### src/rtl/mips_pkg.sv
// Shared constants and types for the pipeline control block.
package mips_pkg;

  localparam logic [4:0]  EXC_NONE    = 5'h10;
  localparam logic [4:0]  EXC_ERET    = 5'h11;
  localparam logic [31:0] EXC_VECTOR  = 32'hBFC0_0380;

  localparam int          DIV_TIMEOUT = 40;
  localparam int          WDOG_W      = 6;

  // Stall vector bits: [0] PC, [1] IF, [2] ID, [3] EXE
  localparam logic [3:0]  STALL_NONE    = 4'b0000;
  localparam logic [3:0]  STALL_LOADUSE = 4'b0111;
  localparam logic [3:0]  STALL_ALL     = 4'b1111;

  typedef enum logic [1:0] {
    ST_RUN      = 2'd0,
    ST_DIV_WAIT = 2'd1,
    ST_FLUSH    = 2'd2
  } state_t;

endpackage

### src/rtl/div_watchdog.sv
// Divider watchdog: counts DIV_WAIT cycles and flags the last allowed one.
module div_watchdog
  import mips_pkg::*;
(
  input  logic clk,
  input  logic rst,
  input  logic i_clear,
  input  logic i_enable,
  output logic o_expire
);

  localparam logic [WDOG_W-1:0] LAST_CNT = WDOG_W'(DIV_TIMEOUT - 1);

  logic [WDOG_W-1:0] r_count;

  // Counter: cleared when a divide starts, advances once per waiting cycle
  always_ff @(posedge clk or posedge rst) begin
    if (rst) begin
      r_count <= '0;
    end else if (i_clear) begin
      r_count <= '0;
    end else if (i_enable) begin
      r_count <= r_count + 1'b1;
    end
  end

  assign o_expire = i_enable && (r_count == LAST_CNT);

endmodule

### src/rtl/pipe_ctrl.sv
// Pipeline hazard / exception controller.
//   state       | meaning
//   ST_RUN      | normal issue; resolves exception, divide start, load-use
//   ST_DIV_WAIT | pipeline frozen until divider ready, exception or watchdog
//   ST_FLUSH    | one quiet cycle after a flush; all requests ignored
module pipe_ctrl
  import mips_pkg::*;
(
  input  logic        clk,
  input  logic        rst,
  input  logic        id_stallreq,
  input  logic        exe_div_req,
  input  logic        div_ready,
  input  logic [4:0]  mem_exccode,
  input  logic [31:0] mem_pc,
  input  logic        mem_in_delay,
  input  logic [31:0] cp0_epc,
  output logic [3:0]  stall,
  output logic        flush,
  output logic [31:0] flush_target,
  output logic        div_start,
  output logic        div_abort,
  output logic        exc_commit,
  output logic [31:0] exc_epc,
  output logic        exc_bd,
  output logic        div_timeout
);

  state_t     r_state;
  state_t     w_next;
  logic       r_div_timeout;
  logic [3:0] w_stall;
  logic       w_flush;
  logic       w_div_start;
  logic       w_div_abort;
  logic       w_exc_commit;
  logic       w_set_timeout;
  logic       w_exc;
  logic       w_wd_enable;
  logic       w_wd_expire;

  assign w_exc       = ((r_state == ST_RUN) || (r_state == ST_DIV_WAIT)) &&
                       (mem_exccode != EXC_NONE);
  assign w_wd_enable = (r_state == ST_DIV_WAIT);

  div_watchdog u_div_watchdog (
    .clk      (clk),
    .rst      (rst),
    .i_clear  (w_div_start),
    .i_enable (w_wd_enable),
    .o_expire (w_wd_expire)
  );

  // State register
  always_ff @(posedge clk or posedge rst) begin
    if (rst) begin
      r_state <= ST_RUN;
    end else begin
      r_state <= w_next;
    end
  end

  // Sticky watchdog error, cleared only by reset
  always_ff @(posedge clk or posedge rst) begin
    if (rst) begin
      r_div_timeout <= 1'b0;
    end else if (w_set_timeout) begin
      r_div_timeout <= 1'b1;
    end
  end

  // Next state and per-cycle control, priority exception > divide > load-use
  always_comb begin
    w_next        = r_state;
    w_stall       = STALL_NONE;
    w_flush       = 1'b0;
    w_div_start   = 1'b0;
    w_div_abort   = 1'b0;
    w_exc_commit  = 1'b0;
    w_set_timeout = 1'b0;
    case (r_state)
      ST_RUN: begin
        if (w_exc) begin
          w_flush      = 1'b1;
          w_exc_commit = (mem_exccode != EXC_ERET);
          w_next       = ST_FLUSH;
        end else if (exe_div_req) begin
          w_div_start  = 1'b1;
          w_stall      = STALL_ALL;
          w_next       = ST_DIV_WAIT;
        end else if (id_stallreq) begin
          w_stall      = STALL_LOADUSE;
        end
      end
      ST_DIV_WAIT: begin
        if (w_exc) begin
          w_flush       = 1'b1;
          w_exc_commit  = (mem_exccode != EXC_ERET);
          w_div_abort   = 1'b1;
          w_next        = ST_FLUSH;
        end else if (div_ready) begin
          w_next        = ST_RUN;
        end else if (w_wd_expire) begin
          w_div_abort   = 1'b1;
          w_set_timeout = 1'b1;
          w_next        = ST_RUN;
        end else begin
          w_stall       = STALL_ALL;
        end
      end
      ST_FLUSH: begin
        w_next = ST_RUN;
      end
      default: begin
        w_next = ST_RUN;
      end
    endcase
  end

  // Control pulses are held quiet while reset is asserted
  assign stall        = rst ? STALL_NONE : w_stall;
  assign flush        = w_flush      & ~rst;
  assign div_start    = w_div_start  & ~rst;
  assign div_abort    = w_div_abort  & ~rst;
  assign exc_commit   = w_exc_commit & ~rst;

  assign flush_target = (mem_exccode == EXC_ERET) ? cp0_epc : EXC_VECTOR;
  assign exc_epc      = mem_in_delay ? (mem_pc - 32'd4) : mem_pc;
  assign exc_bd       = mem_in_delay;
  assign div_timeout  = r_div_timeout;

endmodule

### config.mk
export PLATFORM = sky130hd
export DESIGN_NAME = pipe_ctrl
export DESIGN_NICKNAME = d
export VERILOG_FILES = /design/src/rtl/mips_pkg.sv /design/src/rtl/div_watchdog.sv /design/src/rtl/pipe_ctrl.sv
export SDC_FILE = /design/constraint.sdc
export NUM_CORES = 1
export LEC_CHECK = 0
export CAP_MARGIN = 30
export CORE_UTILIZATION = 32
export DETAILED_ROUTE_END_ITERATION = 12
export PLACE_DENSITY_LB_ADDON = 0.1
export SLEW_MARGIN = 10
export SYNTH_ARGS = -nofsm -noshare
export SYNTH_HDL_FRONTEND = slang
export SYNTH_SLANG_ARGS = --single-unit
### constraint.sdc
create_clock -name clk -period 5.8 [get_ports clk]
set_input_delay 0.87 -clock clk [delete_from_list [all_inputs] [get_ports clk]]
set_output_delay 0.87 -clock clk [all_outputs]
set_load 0.05 [all_outputs]
### Word-level counts from Yosys, hierarchy flattened

Cells that the tools add are included.

| word-level totals | value |
|---|---|
| output and inout port bits | 74 |
| register bits after elaboration | 9 |

| operators by class | value |
|---|---|
| multiplexer cells | 31 |
| reductions and logical operators | 7 |
| add/subtract/negate cells | 2 |
| bitwise operators | 5 |
| equality and inequality tests | 7 |

Operator list:

| kind | number |
|---|---|
| $mux 32 | 2 |
| $sub 32x3->32 const B | 1 |
| $mux 4 | 6 |
| $mux 1 | 13 |
| $mux 6 | 2 |
| $mux 2 | 5 |
| $ne 5x5->1 const B | 2 |
| $pmux 4 s2 | 1 |
| $add 6x1->6 const B | 1 |
| $eq 6x6->1 const B | 1 |
| $eq 5x5->1 const B | 1 |
| $and 1x1->1 | 4 |
| $ne 4x4->1 const B | 1 |
| $pmux 2 s2 | 1 |
| $mux 3 | 1 |
| $ne 3x3->1 const B | 1 |
| $eq 2x1->1 const B | 1 |
| $logic_and 1x1->1 | 2 |
| $logic_not 2->1 | 1 |
| $reduce_and 2->1 | 1 |
| $reduce_bool 2->1 | 1 |
| $reduce_or 2->1 | 1 |
| $logic_or 1x1->1 | 1 |
| $not 1->1 | 1 |

### Longest topological paths before layout

| depth | value |
|---|---|
| depth after elaboration | 7 |
| gate-level depth with buffers | 6 |

### Cells and area by module

From an unflattened synthesis, not the netlist that was laid out.

| second synthesis, totals | value |
|---|---|
| cell total of the unflattened synthesis | 183 |
| area total of the unflattened synthesis | 1,368.8 sq um |

Modules (own cells, without submodules):

| module | seq. area each (sq um) | times used | area an instance (sq um) | cells an instance |
|---|---|---|---|---|
| pipe_ctrl | 75.1 | 1 | 1,083.5 | 155 |
| div_watchdog | 150.1 | 1 | 285.3 | 28 |

### Worst setup path after synthesis

Ideal clock, no wire load.

| timing | value |
|---|---|
| kind | input port to output port |
| start | in mem_exccode[1] |
| end | out stall[1] |
| arrival time | 3,000 ps |
| data required time | 4,930 ps |
| cell stages on the path | 5 |
| buffers on the path | 1 |
| setup slack | 1,930 ps |
| cells stage by stage | nor4b_1 > nand2b_1 > or3_1 > nor2_1 > buf_4 |

| on the way | value |
|---|---|
| longest elaborated chain between the ends | 5 |

RTL lines:

| what | RTL line | source |
|---|---|---|
| from (decl) | pipe_ctrl.sv:14 | `input logic [4:0] mem_exccode,` |
| $ne 5x5->1 (*) | pipe_ctrl.sv:43 | `(mem_exccode != EXC_NONE);` |
| $logic_and 1x1->1 (*) | pipe_ctrl.sv:42 | `assign w_exc = ((r_state == ST_RUN) \|\| (r_state == ST_DIV_WAIT)) &&` |
| $mux 4 (on tied branches) | pipe_ctrl.sv:96, pipe_ctrl.sv:83 |  |
| $pmux 4 s2 (*) | pipe_ctrl.sv:81 | `case (r_state)` |
| $mux 4 (*) | pipe_ctrl.sv:121 | `assign stall = rst ? STALL_NONE : w_stall;` |
| to (decl) | pipe_ctrl.sv:18 | `output logic [3:0] stall,` |

Every way passes the cells marked *; elsewhere a longest branch is shown, timed or not.

### Worst setup path after layout

| timing | value |
|---|---|
| start | in mem_in_delay |
| end | out exc_epc[17] |

| on the way | value |
|---|---|
| longest elaborated chain between the ends | 1 |

RTL lines:

| what | RTL line | source |
|---|---|---|
| from (decl) | pipe_ctrl.sv:16 | `input logic mem_in_delay,` |
| $mux 32 | pipe_ctrl.sv:128 | `assign exc_epc = mem_in_delay ? (mem_pc - 32'd4) : mem_pc;` |
| to (decl) | pipe_ctrl.sv:24 | `output logic [31:0] exc_epc,` |

No other way between the ends.

==> flow_summary.toml <==
[grt]
grt_pass1_vias = 1570
grt_pass1_wl_mm = 7.14
overflow = 0
grt_max_degree = 25
antenna_found_initial = 0
grt_usage = 0.200

[timing]
setup-tns-final_ps = 0
slew_violations = 0
final_hold_viol_count = 0
rsz0062_at_grt = "no"
fin_skew_ps = 2.72
fin_crit_sh = 0.846
relSlewSlack = 0.514
setup_viol = 0
tightestPinTransition_ps = 726
min_period_ps = 4910
fmax_mhz = 204

[cts]
clk_latency_ps = 230
cts_htree_levels = 1
clk_pin_slew_worst_paths_ps = 40
cts_inserted_buffers = 3
cts_tree = "done"
postCtsResizedCells = 0
root_buffer = "clkbuf_8"
postCtsSetupBuffers = 0
holdBufCountCts = 0
cts_max_path_buffers = 2
clkSinkCount = 9

[setup_path]
required_ps = 4930
max_stage_delay_ps = 830
rrSetupSlack_ps = 4450
critPathMostFrequentCell = "clkdlybuf4s50_1"
rr_endpoint = "u_div_watchdog.r_count[4]$_DFFE_PP0P_"
worst-setup-path-type = "input pin to output pin"
cp-end-kind = "output pin"
crit_buf_inv = 2
r2r_cells = 4
startpoint_type = "input pin"
critical-path-top-delay-family = "simple AND/OR/NAND/NOR gates"
r2r_start = "r_state[0]$_DFFE_PP0P_"
startpoint = "mem_in_delay"
critPathArrivalTime_ps = 4040
path_cells = "clkdlybuf4s50_1 -> or4b_4 -> or4_1 -> nor4b_4 -> xor2_1 -> clkdlybuf4s50_1"
cpMaxStageDelayCell = "clkdlybuf4s50_1"
crit_fanout = 10

[power]
vdd_drop_max_mv = 0.0777
p_leak_uw = 0.00115
cellPowerDensity_nw_per_um2 = 130
finalPower_uw = 380

[synthesis]
synthTopCellsByArea = "xor2_1, dfrtp_1, and3_1"
postSynthCellCount = 185
syn_area_um2 = 1430
yosysTopAreaCellShare = 0.159
synth_edf_count = 0
postSynthAreaPerCell_um2 = 7.74
yosysTopAreaCell = "xor2_1"
synth_seq_cells = 9
yosys_most_used_dff = "dfrtp_1"
yosysUniqueCellTypes = 37
seq_area_frac_synth = 0.157
syn-num-nets = 262
yosys_warnings = 0
ys_async_sr_fraction = 1.00

[job]
drv_cap = 0

[final_layout]
area_growth_pct = 104
nets = 399
insertedDiodeCount = 0
final_common_cell = "clkdlybuf4s50_1"
drive_above_1_share = 0.0623
final_cell_mix = "clkdlybuf4s50_1, xor2_1, nor2_1"
fin_cells = 371

[place]
place_inst = 367
port_buffers = 144
dp_hpwl_mm = 4.17
globalplace.congestion = 0.843

[hold_path]
min_from = "div_timeout$_DFFE_PP0P_"
holdPathStages = 1
hold_path.class = "register to register"
hold_end = "div_timeout$_DFFE_PP0P_"

[route]
dr_total_vias = 1801
dr.pass1.iters = 4
viasPerCell = 4.85
drt_iter0_drc = 106
wl_mm = 5.04
drc = 0
ant_nets = 0
drt-wirelength-per-cell_um = 13.6

[outcome]
status = "finished, final reports clean"

[floorplan]
boundaryPins = 149
die-height_um = 68.9
initial_core_util = 0.345
chipWidth_um = 68.9
fp-row-count = 23
core_um2 = 4140
die_area_um2 = 4740
## cells in the mapped netlist (all sizes together), types with 4 or more instances
master / number
nand2: 9
dfrtp: 9
xor2: 26
nor4: 9
nor3: 14
buf: 8
nor2: 22
and3: 20
or3: 6
or4: 4
nand2b: 13
xnor2: 8
clkbuf: 6
## worst max path at each step
stage             endpoint  cells after the start
2_1_floorplan     stall[1]                      5
3_3_place_gp   exc_epc[17]                      6
3_5_place_dp   exc_epc[17]                      6
4_1_cts        exc_epc[17]                      6
5_1_grt        exc_epc[28]                      6
6_report       exc_epc[17]                      6
## worst reg2reg max path, stage by stage (launching register included)
cell     delay (ps)
dfrtp_1         460
nor2b_1         370
nand4_1         160
xor2_1          170
nor2_1           50
## per-stage QoR
step,hold WS (ps),util,setup slack (ps),instance area [um2]
finish,470,0.705,894,2920
global route,489,0.705,748,2920
CTS,474,0.705,883,2920
detailed placement,462,0.694,907,2880
global placement,459,0.694,928,2880
floorplan,513,-,1930,1430
## kinds of logic (layout without fill, tap and decap cells)
| logic type | Yosys count | in the layout | synth area share |
|---|---|---|---|
| AND/OR/NAND/NOR | 116 | 116 | 0.510 |
| XOR/XNOR | 34 | 34 | 0.208 |
| buffers and inverters | 17 | 153 | 0.0647 |
| flip-flops | 9 | 9 | 0.157 |
| AO/OA/AOI/OAI | 4 | 4 | 0.0210 |
| multiplexers | 3 | 3 | 0.0210 |
| adder cells (fa/ha/maj) | 2 | 2 | 0.0175 |
## per-layer routing
layer  vias to the layer above  GRT usage  routed length (um)
met5                         -          0                   0
met4                         0     0.0765                  93
met3                        10     0.0625                 488
met2                        87      0.345                2490
met1                       784      0.227                1960
li1                        920          -                   -
## flip-flops by register name, indices dropped and copies added, names as in the netlist
register                count
div_timeout                 1
u_div_watchdog.r_count      6
r_state                     2
## power by group
part | internal [uW] | total (uW) | switching [uW]
combinational | 98.8 | 211 | 112
clock | 47.8 | 71.7 | 23.9
sequential | 79.2 | 97.0 | 17.9
## layout make-up
cell class                 count  area (um2)
sequential                     9         225
timing repair buffer         146        1460
tap                           50        62.6
fill                         358        1220
multi-input combinational    159        1120
clock buffer                   4        45.0
inverter                       3        11.3
Power figures use the tool's default switching activity.
==> RTL change, RTL diff (same settings) <==
The 3 states of `state_t` get a one-hot encoding in 3 bits.
--- a/src/rtl/mips_pkg.sv
+++ b/src/rtl/mips_pkg.sv
@@ -14,8 +14,8 @@
   localparam logic [3:0]  STALL_ALL     = 4'b1111;
 
-  typedef enum logic [1:0] {
-    ST_RUN      = 2'd0,
-    ST_DIV_WAIT = 2'd1,
-    ST_FLUSH    = 2'd2
+  typedef enum logic [2:0] {
+    ST_RUN      = 3'b001,
+    ST_DIV_WAIT = 3'b010,
+    ST_FLUSH    = 3'b100
   } state_t;
 
Function: same outputs for any inputs over 10 cycles, from zero or initial values and one cycle with rst high; not proved beyond that.
==> RTL change against the unedited design <==
Setup slack improved by 0.37 ns; final cell count grew 0.81%; total power is 5.1% lower; non-clock buffer count down 2; die area increased by 8.0%; core utilization is 2.9 points lower; sequential cell count up 1; design area up 4.2%; routed wire length grew 2.1%; area after synthesis increased by 8.2%; largest power group unchanged.
==> RTL change: results (changes against the unedited design) <==
The count of cells along the worst register-to-register path is 4 (unchanged). The actual slew at the worst max-slew pin is 0.913 ns (+0.187 ns). The synthesized net count came to 263 (+0.38%). The max capacitance violation total is 0 (unchanged).

The insertion delay to the later sink of the worst-skew pair came out at 0.24 ns. The maximum clock insertion buffer count is 2 (unchanged). The detail-routed net length per standard cell is 13.7 um (+1.2%).

The proportion of register bits with asynchronous set or reset after synthesis is 100% (unchanged). The global router's overall resource usage came to 20.5% (+0.52 points). The number of DRC markers after the initial detailed-route iteration came out at 42 (-60%). The global-route wire length before repair came to 8410 um (+18%). The via total after detailed routing is 1817 (+0.89%). The leakage power total came to 1.22 nW (+5.8%). The post-synthesis sequential area ratio is 16.2% (+0.50 points). The delay contributed by the slowest stage of the critical path came to 0.89 ns (+0.06 ns). u_div_watchdog.r_count holds more flip-flops than any other register.

The fraction of layout instances using a drive strength above 1 came out at 8.07% (+1.8 points). The final worst hold slack came out at 0.472 ns (+0.00169 ns). In the synthesized netlist the dominant register cell turns out to be dfrtp_1. The register-to-register setup slack came to 4.15 ns (-0.30 ns). The number of instances in the placed design is 370 (+0.82%). The flip-flop count of the largest register after layout was 6 (unchanged).

The post-detailed-placement cell area is 2990 um2 (+3.9%). The peak fanout along the critical path came out at 24 (+14). The clock-pin slew on the worst setup and hold paths came out at 0.04 ns (about the same). The pin count of the biggest net entering global routing was 25 (unchanged).

The endpoint arrival time on the critical path is 3.67 ns (-0.37 ns). The number of library cell types mapped by synthesis is 41 (+11%). The antenna cell count came out at 0 (unchanged). The post-CTS setup buffer count is 0 (unchanged).

CTS placed an instance of clkbuf_8 at the clock tree root. The reg-to-reg critical path startpoint is r_state[0]. Sorting the synthesized cells by area gives the leading types as xor2_1 (15%), dfrtp_1 (15%), and3_1 (9.3%), nor4_2 (7.3%), nand2b_1 (6.1%). The number of instances on the worst hold path is 1 (unchanged). The routability congestion estimate came out at 0.790 (-6.3%). The worst min-delay path startpoint is div_timeout. The number of search-and-repair iterations in the first detailed-routing pass is 4 (unchanged).

The final net count came out at 400 (+0.25%). Among all stages on the critical path, the largest delay is contributed by clkdlybuf4s50_1. In this run the worst hold path is classified as reg -> reg.

The number of levels the H-tree was split into is 1 (unchanged). The clock buffer count from CTS came out at 3 (unchanged). The end of the worst register-to-register path is u_div_watchdog.r_count[0]. The worst IR drop on VDD is 0.0980 mV (+26%).

The worst-case clock skew came out at 0.00129 ns (-0.00143 ns). The post-synthesis instance total is 186 (+0.54%). The post-detailed-routing wire length came out at 5140 um (+2.1%). For hold timing, the worst endpoint is div_timeout.

The estimated wirelength of the detail-placed design came out at 4350 um (+4.5%). The post-cts repair resize count is 0 (unchanged). By count the netlist is led by xor2_1 (27), and3_1 (23), nor2_1 (22). The count of buffers from port buffering came out at 144 (unchanged). In this design, the largest share of critical-path delay is due to buffers and inverters. The flow ran to the end, and the final reports show no timing, DRC or antenna violations.
==> RTL change: cell types whose count changed after synthesis, moves of 3 or more <==
| cell | before | now |
|---|---|---|
| and3_1 | 20 | 23 |
| or2_2 | 3 | 0 |
| nor4_1 | 4 | 1 |
| or3_1 | 6 | 3 |
| nor3_1 | 11 | 6 |
| nor4_2 | 4 | 9 |
==> RTL change: layer usage <==
metal  track usage, %  part of all wire (%)  routed length (um)
met1             22.7                    39                2010
met2             37.8                    50                2560
met3             5.77                   8.5                 437
met4             6.54                   2.5                 129
met5                0                     0                   0
==> RTL change: cell type report <==
class,count,area (um2)
flip-flops and latches,10,251
fillers,396,1460
inverters,3,11.3
clock buffers,4,55.1
repair buffers,144,1440
multi-input cells,161,1220
well taps,52,65.1
==> RTL change: kinds of logic (layout without fill, tap and decap cells) <==
logic type,count (synthesis),count (layout),synth area share (%)
compound gates,7,7,2.91
simple gates,115,115,53.0
flops,10,10,16.2
mux,2,2,1.29
buf+inv,15,151,5.17
fa+ha+maj,2,2,1.62
xor+xnor,35,35,19.8
==> RTL change: report_power, final <==
part	switching, mW	leakage (nW)	total, mW	internal [mW]
Combinational	0.101	1.07	0.190	0.0891
Sequential	0.00717	0.117	0.0844	0.0772
Clock	0.0264	0.0288	0.0860	0.0596
Total	0.135	1.22	0.361	0.226
==> RTL change: worst register-to-register path, cell delays in order, from the launching register on <==
cell and delay, ns:
dfstp_2 0.55, nor3b_1 0.39, and2_1 0.26, and2_1 0.26
nor2_1 0.08
==> RTL change: how the worst max path moves through the flow <==
stage / startpoint / to / slack (ns) / cells past startpoint
3_5_place_dp: mem_exccode[1] / stall[0] / 1.28 / 5
5_1_grt: mem_exccode[1] / stall[0] / 1.04 / 5
4_1_cts: mem_exccode[1] / stall[0] / 1.28 / 5
6_report: mem_exccode[1] / stall[0] / 1.26 / 5
3_3_place_gp: mem_exccode[1] / stall[0] / 1.37 / 5
2_1_floorplan: mem_exccode[1] / stall[1] / 1.90 / 4
